[config.mk]
export PLATFORM = sky130hd
export DESIGN_NAME = psg_filter_mixer
export DESIGN_NICKNAME = d
export VERILOG_FILES = /design/src/rtl/psg_mix_pkg.sv /design/src/rtl/psg_chan_iir.sv /design/src/rtl/psg_filter_mixer.sv
export SDC_FILE = /design/constraint.sdc
export NUM_CORES = 1
export LEC_CHECK = 0
export CAP_MARGIN = 0
export CORE_MARGIN = 3
export CORE_UTILIZATION = 64
export CTS_BUF_LIST = sky130_fd_sc_hd__clkbuf_16
export CTS_CLUSTER_SIZE = 25
export DETAILED_ROUTE_END_ITERATION = 12
export GPL_TIMING_DRIVEN = 0
export PLACE_DENSITY = 0.86
export SLEW_MARGIN = 20
export SYNTH_ARGS = -nofsm -noshare
export SYNTH_HDL_FRONTEND = slang
export SYNTH_SLANG_ARGS = --single-unit
[constraint.sdc]
create_clock -name clk_49m -period 13.8 [get_ports clk_49m]
set_input_delay 1.38 -clock clk_49m [delete_from_list [all_inputs] [get_ports clk_49m]]
set_output_delay 1.38 -clock clk_49m [all_outputs]
set_load 0.01 [all_outputs]
[src/rtl/psg_mix_pkg.sv]
// Shared types and constants for the PSG filter/mixer: FSM states, filter modes,
// low-pass coefficients and the DC-removal shift.
package psg_mix_pkg;

  typedef enum logic [2:0] {
    ST_IDLE,
    ST_LOAD,
    ST_GAIN,
    ST_DCRM,
    ST_LPF,
    ST_ACC,
    ST_DONE
  } state_t;

  typedef enum logic [1:0] {
    FLT_BYPASS,
    FLT_LIGHT,
    FLT_MEDIUM,
    FLT_HEAVY
  } flt_mode_t;

  // Q16 one-pole coefficients; index 0 is never used because bypass copies the input.
  localparam logic [15:0] LPF_COEF [4] = '{16'd0, 16'd14000, 16'd3200, 16'd2640};
  localparam int DC_SHIFT = 10;

  function automatic logic [15:0] lpf_coef(input flt_mode_t m);
    return LPF_COEF[m];
  endfunction

endpackage

[src/rtl/psg_chan_iir.sv]
// Shared per-channel DC-removal and one-pole low-pass datapath, stepped by the mixer
// FSM one channel at a time. DC removal exists only when PSG_MIX_DCRM_EN is defined.
module psg_chan_iir
  import psg_mix_pkg::*;
#(
  parameter int NUM_CH = 3,
  parameter int IN_W   = 8
) (
  input  logic                   clk_49m,
  input  logic                   reset,
  input  logic [2:0]             ch,
  input  flt_mode_t              mode,
  input  logic signed [IN_W+8:0] x,
  input  logic                   dcrm_step,
  input  logic                   lpf_step,
  output logic signed [IN_W+9:0] y
);

  localparam int DW = IN_W + 10;
  localparam int PW = DW + 17;

  logic signed [DW-1:0] y_q [NUM_CH];
  logic signed [DW-1:0] y_cur, lpf_in, lpf_diff, lpf_delta;
  logic signed [PW-1:0] coef_s, diff_s, lpf_prod;

  always_comb begin
    y_cur = '0;
    for (int k = 0; k < NUM_CH; k++)
      if (ch == 3'(k)) y_cur = y_q[k];
  end

  assign y = y_cur;

`ifdef PSG_MIX_DCRM_EN
  logic signed [DW-1:0] dc_q [NUM_CH];
  logic signed [DW-1:0] dc_cur, dc_diff, dcrm_q;

  always_comb begin
    dc_cur = '0;
    for (int k = 0; k < NUM_CH; k++)
      if (ch == 3'(k)) dc_cur = dc_q[k];
  end

  // Stage output uses the tracker value from before this frame's update.
  assign dc_diff = DW'(x) - dc_cur;
  assign lpf_in  = dcrm_q;

  always_ff @(posedge clk_49m or negedge reset) begin
    if (!reset) begin
      dcrm_q <= '0;
      for (int k = 0; k < NUM_CH; k++) dc_q[k] <= '0;
    end else if (dcrm_step) begin
      dcrm_q <= dc_diff;
      for (int k = 0; k < NUM_CH; k++)
        if (ch == 3'(k)) dc_q[k] <= dc_cur + (dc_diff >>> DC_SHIFT);
    end
  end
`else
  logic unused_dcrm_step;
  assign unused_dcrm_step = dcrm_step;
  assign lpf_in = DW'(x);
`endif

  assign lpf_diff  = lpf_in - y_cur;
  assign coef_s    = PW'(lpf_coef(mode));
  assign diff_s    = PW'(lpf_diff);
  assign lpf_prod  = coef_s * diff_s;
  assign lpf_delta = DW'(lpf_prod >>> 16);

  // Mode changes never clear y_q: the filter resumes from whatever it last held.
  always_ff @(posedge clk_49m or negedge reset) begin
    if (!reset) begin
      for (int k = 0; k < NUM_CH; k++) y_q[k] <= '0;
    end else if (lpf_step) begin
      for (int k = 0; k < NUM_CH; k++)
        if (ch == 3'(k)) y_q[k] <= (mode == FLT_BYPASS) ? lpf_in : y_cur + lpf_delta;
    end
  end

endmodule

[src/rtl/psg_filter_mixer.sv]
// PSG channel mixer: per-frame gain, optional DC removal (PSG_MIX_DCRM_EN), per-channel
// low-pass and a saturating sum, sequenced by one FSM over a shared datapath.
module psg_filter_mixer
  import psg_mix_pkg::*;
#(
  parameter int NUM_CH = 3,
  parameter int IN_W   = 8,
  parameter int OUT_W  = 16,
  parameter int GAIN   = 176
) (
  input  logic                     clk_49m,
  input  logic                     reset,
  input  logic                     cen_smp,
  input  logic [NUM_CH*IN_W-1:0]   ch_in,
  input  logic                     flt_wr,
  input  logic [2:0]               flt_ch,
  input  logic [1:0]               flt_sel,
  output logic signed [OUT_W-1:0]  out,
  output logic                     out_valid,
  output logic                     busy,
  output logic                     overrun
);

  localparam int XW = IN_W + 9;
  localparam int DW = IN_W + 10;
  localparam int AW = DW + 3;
  localparam int SW = (AW > OUT_W) ? AW : OUT_W;
  localparam logic [2:0] LAST_CH = 3'(NUM_CH - 1);
  localparam logic signed [SW-1:0] SAT_MAX = {{(SW-OUT_W+1){1'b0}}, {(OUT_W-1){1'b1}}};
  localparam logic signed [SW-1:0] SAT_MIN = ~SAT_MAX;

  state_t                 state;
  logic [2:0]             idx;
  logic [NUM_CH*IN_W-1:0] ch_snap;
  flt_mode_t              flt_q [NUM_CH];
  flt_mode_t              mode_snap [NUM_CH];
  flt_mode_t              mode_cur;
  logic [IN_W-1:0]        sample_q;
  logic [IN_W+7:0]        prod;
  logic signed [XW-1:0]   x_q;
  logic signed [SW-1:0]   acc;
  logic signed [DW-1:0]   y;

  function automatic logic signed [OUT_W-1:0] sat_out(input logic signed [SW-1:0] a);
    if (a > SAT_MAX)      return SAT_MAX[OUT_W-1:0];
    else if (a < SAT_MIN) return SAT_MIN[OUT_W-1:0];
    else                  return a[OUT_W-1:0];
  endfunction

  assign prod = (IN_W+8)'(sample_q) * (IN_W+8)'(GAIN);

  // Out-of-range channel indices match no k, so such writes fall away.
  always_ff @(posedge clk_49m or negedge reset) begin
    if (!reset) begin
      for (int k = 0; k < NUM_CH; k++) flt_q[k] <= FLT_BYPASS;
    end else if (flt_wr) begin
      for (int k = 0; k < NUM_CH; k++)
        if (flt_ch == 3'(k)) flt_q[k] <= flt_mode_t'(flt_sel);
    end
  end

  always_ff @(posedge clk_49m or negedge reset) begin
    if (!reset) begin
      state     <= ST_IDLE;
      idx       <= '0;
      ch_snap   <= '0;
      sample_q  <= '0;
      x_q       <= '0;
      acc       <= '0;
      mode_cur  <= FLT_BYPASS;
      out       <= '0;
      out_valid <= 1'b0;
      busy      <= 1'b0;
      overrun   <= 1'b0;
      for (int k = 0; k < NUM_CH; k++) mode_snap[k] <= FLT_BYPASS;
    end else begin
      out_valid <= 1'b0;
      if (cen_smp && state != ST_IDLE) overrun <= 1'b1;
      case (state)
        ST_IDLE: if (cen_smp) begin
          ch_snap <= ch_in;
          for (int k = 0; k < NUM_CH; k++) mode_snap[k] <= flt_q[k];
          acc   <= '0;
          idx   <= '0;
          busy  <= 1'b1;
          state <= ST_LOAD;
        end
        ST_LOAD: begin
          for (int k = 0; k < NUM_CH; k++)
            if (idx == 3'(k)) begin
              sample_q <= ch_snap[k*IN_W +: IN_W];
              mode_cur <= mode_snap[k];
            end
          state <= ST_GAIN;
        end
        ST_GAIN: begin
          x_q <= signed'({1'b0, prod});
`ifdef PSG_MIX_DCRM_EN
          state <= ST_DCRM;
`else
          state <= ST_LPF;
`endif
        end
        ST_DCRM: state <= ST_LPF;
        ST_LPF:  state <= ST_ACC;
        ST_ACC: begin
          acc <= acc + SW'(y);
          if (idx == LAST_CH) state <= ST_DONE;
          else begin
            idx   <= idx + 3'd1;
            state <= ST_LOAD;
          end
        end
        ST_DONE: begin
          out       <= sat_out(acc);
          out_valid <= 1'b1;
          busy      <= 1'b0;
          state     <= ST_IDLE;
        end
        default: state <= ST_IDLE;
      endcase
    end
  end

  psg_chan_iir #(.NUM_CH(NUM_CH), .IN_W(IN_W)) u_iir (
    .clk_49m   (clk_49m),
    .reset     (reset),
    .ch        (idx),
    .mode      (mode_cur),
    .x         (x_q),
    .dcrm_step (state == ST_DCRM),
    .lpf_step  (state == ST_LPF),
    .y         (y)
  );

endmodule

==> results of run 1 <==
cell families after synthesis:
| kind of cell | count (synthesis) |
|---|---|
| mux | 42 |
| simple gates | 506 |
| compound gates | 359 |
| buf+inv | 279 |
| xor+xnor | 88 |
| fa+ha+maj | 319 |
| flops | 158 |
sequential cells by signal, indices dropped and copies added, names as in the netlist:
register	flops
u_iir.y_q	54
ch_snap	24
acc	21
out	16
x_q	12
sample_q	8
flt_q	6
mode_snap	6
idx	3
state	3
mode_cur	2
busy	1
out_valid	1
overrun	1
metrics by stage:
| step | utilization | hold WS, ps | instance area [um^2] | worst slack (ps) | instances |
|---|---|---|---|---|---|
| finish | 0.717 | 480 | 17500 | 668 | 2158 |
| detailed placement | 0.694 | 463 | 16900 | 577 | 2127 |
| CTS | 0.717 | 481 | 17500 | 528 | 2159 |
| floorplan | - | 435 | 16000 | 2570 | 1751 |
| global route | 0.717 | 501 | 17500 | 86.7 | 2158 |
| global placement | 0.692 | 452 | 16900 | 840 | 2126 |
how the worst max path moves through the flow:
stage,end,slack [ps],cells past startpoint
5_1_grt,u_iir.y_q[13]$_DFFE_PN0P_,90,45
6_report,u_iir.y_q[53]$_DFFE_PN0P_,670,48
4_1_cts,u_iir.y_q[53]$_DFFE_PN0P_,530,50
2_1_floorplan,u_iir.y_q[13]$_DFFE_PN0P_,2570,47
3_5_place_dp,u_iir.y_q[53]$_DFFE_PN0P_,580,50
3_3_place_gp,u_iir.y_q[53]$_DFFE_PN0P_,840,47
worst max-delay path, delay by kind of cell, from the launching register on:
family	cells	cell delay, ps
flops	1	410
buf+inv	9	2540
xor+xnor	2	900
fa+ha+maj	10	3790
compound gates	15	3490
simple gates	12	1870
metal layers:
metal  track usage  up-vias  share of wire
met4         0.130        0          0.037
met1         0.417     6408           0.40
met3        0.0484      114          0.068
met5             0        -              0
li1              -     6036              -
met2         0.546      616           0.49
synthesized netlist by cell type (9+ instances only):
cell type / n
and2_1: 40
o31ai_1: 14
o211ai_1: 10
fa_1: 132
nand2b_1: 18
nand3_1: 29
a21o_1: 21
mux2_2: 22
a21oi_1: 98
inv_1: 209
nor3_1: 25
o21ai_0: 96
a22o_1: 10
xnor2_1: 70
ha_1: 179
nand2_1: 239
o21ai_1: 9
dfrtp_1: 158
xor2_1: 16
nor2_1: 83
mux2i_1: 20
clkbuf_1: 54
a211oi_1: 10
o21bai_1: 12
nor2b_1: 15
o21a_1: 10
final cells by class:
| type | count | area (um^2) |
|---|---|---|
| multi-input combinational | 1314 | 11000 |
| tap | 324 | 405 |
| fill | 1803 | 6900 |
| sequential | 158 | 3950 |
| clock inverter | 15 | 130 |
| clock buffer | 17 | 425 |
| buffer | 67 | 284 |
| inverter | 211 | 792 |
| timing repair buffer | 52 | 543 |
repair_timing:
action	in CTS	in global routing
gates resized for setup	0	4
hold buffers	0	0
setup endpoints to repair	0	18
==> out/metrics.cfg, run 1 <==
[synth]
synth.avg_cell_area_um2=9.12
ys_top_cells_by_area=dfrtp_1 25%, fa_1 17%, ha_1 14%
synthAdderAreaFrac=0.311
syn_inst=1751
postSynth.asyncResetShare=1.00
synthDistinctLibCells=83
yosysWarnings=0
ys.flop_type=dfrtp_1
synthesis.nets=2095
ys_seq_area_frac=0.248
yosys.area_share.simple=0.148
syn-cell-area_mm2=0.0160
ys_ff_latch=158
synth_top_family_by_area=adder cells
synth_compound_area_frac=0.148
synth_top_area_frac=0.248
synth_edf_count=0
post-synth-top-area-cell=dfrtp_1
synth_mux_area_frac=0.0280
synth_xor_area_frac=0.0496

[final_layout]
fin_nets=2165
n_antenna_cell=0
area_growth_pct=9.50
final_cell_mix=239 x nand2_1, 209 x inv_1, 179 x ha_1
layout_commonest_cell=nand2_1
drive_above_1_share=0.0578

[worst_setup_path]
reg2reg_slack_ps=670
end_kind=flop
r2r-end=u_iir.y_q[53]$_DFFE_PN0P_
cp-startpoint=idx[2]$_DFFE_PN0P_
slowest_stage=clkbuf_1
worstPathArrival_ps=13430
critical_path_class=flop to flop
crit_fanout=10
ff2ff_path_depth=48
cp_common_cell=fa_1
rr_startpoint=idx[2]$_DFFE_PN0P_
cp-start-kind=flop
worstPathRequired_ps=14100
cpPeakStageDelay_ps=560

[worst_hold_path]
min_path_type=flop to flop
worstHoldEndpoint=ch_snap[11]$_DFFE_PN0P_
hold_depth=2
holdCritStartpoint=ch_snap[11]$_DFFE_PN0P_

[routing]
ant_nets=0
dr.first_iter.drc_count=1081
drt_first_pass_iters=7
wl_per_cell_um=19.2
routed_wl_mm=41.4
vias=13200
viasPerCell=6.10
drc=0

[global_route]
grt_max_degree=86
grt_pass1_wl_mm=68.6
grt_pass1_vias=13600
grt.overflow.total=0
antenna_found_initial=0
grt_usage=0.322

[die]
fp.dieArea_mm2=0.0269
die_w_um=164
start_util=0.655
io_pins=52
dieHeight_um=164
fp-row-count=57
core_mm2=0.0244

[clock_tree]
insertion_delay_ps=440
root_buffer=clkbuf_16
clk_pin_slew_ps=70
cts_setup_buffers=0
cts_max_path_buffers=2
htree_levels=4
tritoncts=done
cts_buffers=17
numClockSinks=158

[timing]
slew_headroom=0.300
timing.fmax_mhz=76.1
worst_pin_slew_ps=1040
rsz0062_at_grt=no
fin_skew_ps=17.9
setup_viol=0
min_period_over_period=0.952
drv_slew=0
finalCriticalPeriod_ps=13130
finalHoldViolations=0
setup-tns-final_ps=0

[status]
status=completed

[place]
port_buffers=51
gp_congestion=0.927
dpl.hpwl_mm=33.0

[run]
drv_cap=0

Power of run 1 is not shown: default switching activity piles up to over one toggle a cycle in this logic, so the estimate is an artifact.
==> inputs of run 2 (changes only) <==
Settings changed: SLEW_MARGIN 20 to 10.
==> results of run 2 <==
No change in the layout: final DEF, timing and power equal those of run 1.
Power of run 2 is left out for the same reason.
==> inputs of run 3 (changes only) <==
Settings changed: CORE_UTILIZATION 64 to 50, PLACE_DENSITY 0.86 to 0.7, TNS_END_PERCENT from default to 50.
==> out/metrics.cfg, run 3 (synthesis results as in run 1) <==
[final_layout]
layout_commonest_cell=nand2_1
n_antenna_cell=0
largest_registers=u_iir.y_q: 54 flops, ch_snap: 24 flops, acc: 21 flops
largest_register_ffs=54
fin_nets=2166
top_register=u_iir.y_q
final_cell_mix=239 x nand2_1, 209 x inv_1, 179 x ha_1
drive_above_1_share=0.0589
fill_cells=2762
area_growth_pct=10.1

[clock_tree]
cts_buffers=17
clk_pin_slew_ps=70
cts_max_path_buffers=2
numClockSinks=158
tritoncts=done
ctsHoldBuffers=0
root_buffer=clkbuf_16
insertion_delay_ps=430
htree_levels=4

[global_route]
grt.overflow.total=0
antenna_found_initial=0
grt_usage=0.245
grt_pass1_wl_mm=66.6
grt_max_degree=94
grt_pass1_vias=12800

[worst_hold_path]
min_path_type=flop to flop

[die]
dieHeight_um=185
fp.dieArea_mm2=0.0341
start_util=0.514
core_mm2=0.0311
fp-row-count=64
io_pins=52
die_w_um=185

[timing]
timing.fmax_mhz=76.9
setup-tns-final_ps=0
fin_skew_ps=12.8
worst_pin_slew_ps=1070
setup_viol=0
drv_slew=0
min_period_over_period=0.942
slew_headroom=0.280
setup_ws_ps=795
finalHoldViolations=0
finalCriticalPeriod_ps=13000
rsz0062_at_grt=no

[worst_setup_path]
crit_buf_inv=8
cp_common_cell=ha_1
slowest_stage=a2111oi_1
cpPeakStageDelay_ps=600
cp-start-kind=flop
crit_fanout=10
end_kind=flop
worstPathArrival_ps=13300
worstPathRequired_ps=14090
cpLargestDelayFamily=adder cells
critical_path_class=flop to flop

[routing]
vias=12600
dr.first_iter.drc_count=1018
viasPerCell=5.67
ant_nets=0
drc=0
wl_per_cell_um=18.0
drt_first_pass_iters=5
routed_wl_mm=40.2

[place]
pre_cts_slack_ps=391
dpl.hpwl_mm=32.8
gp_congestion=0.904
port_buffers=51

[run]
drv_cap=0

[status]
status=completed

[run 3: cell types whose count changed in the layout (fill, tap and decap cells not counted)]
cell	delta
clkbuf_2	+2
clkinv_2	+1
inv_8	+1
clkinv_4	-1
clkbuf_1	-1
inv_6	-1
[run 3: metrics by stage]
| stage | util | cell area, um^2 | hold slack, ps | instances |
|---|---|---|---|---|
| after global placement | 0.547 | 17000 | 448 | 2198 |
| after global routing | 0.566 | 17600 | 493 | 2231 |
| after floorplan | - | 16000 | 435 | 1751 |
| after detailed placement | 0.548 | 17000 | 452 | 2199 |
| final | 0.566 | 17600 | 465 | 2231 |
| after CTS | 0.566 | 17600 | 467 | 2231 |
[run 3: path summary, 6_finish.rpt]
check	to	slack, ps	depth (start not counted)	from
hold reg to reg	mode_snap[4]$_DFFE_PN0P_	460	2	flt_q[4]$_DFFE_PN0P_
min in group asynchronous	flt_q[2]$_DFFE_PN0P_	870	1	reset
setup reg to reg	u_iir.y_q[53]$_DFFE_PN0P_	800	47	idx[1]$_DFFE_PN0P_
setup / recovery	u_iir.y_q[53]$_DFFE_PN0P_	800	47	idx[1]$_DFFE_PN0P_
hold / removal	mode_snap[4]$_DFFE_PN0P_	460	2	flt_q[4]$_DFFE_PN0P_
max in group asynchronous	acc[4]$_DFFE_PN0P_	12110	2	reset
[run 3: final cells by class]
type                       count  area [um^2]  share of cell area
multi-input combinational   1314        11000               0.623
sequential                   158         3950               0.225
inverter                     211          792              0.0450
timing repair buffer          52          543              0.0309
tap                          396          495              0.0282
clock buffer                  17          425              0.0242
buffer                        68          290              0.0165
clock inverter                15          129             0.00733
[run 3: repair_timing]
item / CTS / global route
setup endpoints to repair: 0 / 22
buffers inserted: 0 / 0
gates resized for setup: 0 / 8
[run 3: worst reg2reg max path: cells and delay by family (launching register included)]
kind	cells	cell delay, ps
adder cells (fa/ha/maj)	10	3910
AO/OA/AOI/OAI	15	3620
AND/OR/NAND/NOR	11	2220
buffers and inverters	8	1620
XOR/XNOR	3	1100
flip-flops	1	410
[run 3: layer usage]
layer	wire, um	track usage	vias up
li1	-	-	6056
met1	18100	0.336	6196
met2	19200	0.413	328
met3	1880	0.0286	62
met4	1100	0.0708	0
met5	0	0	-
Power of run 3 is left out for the same reason.
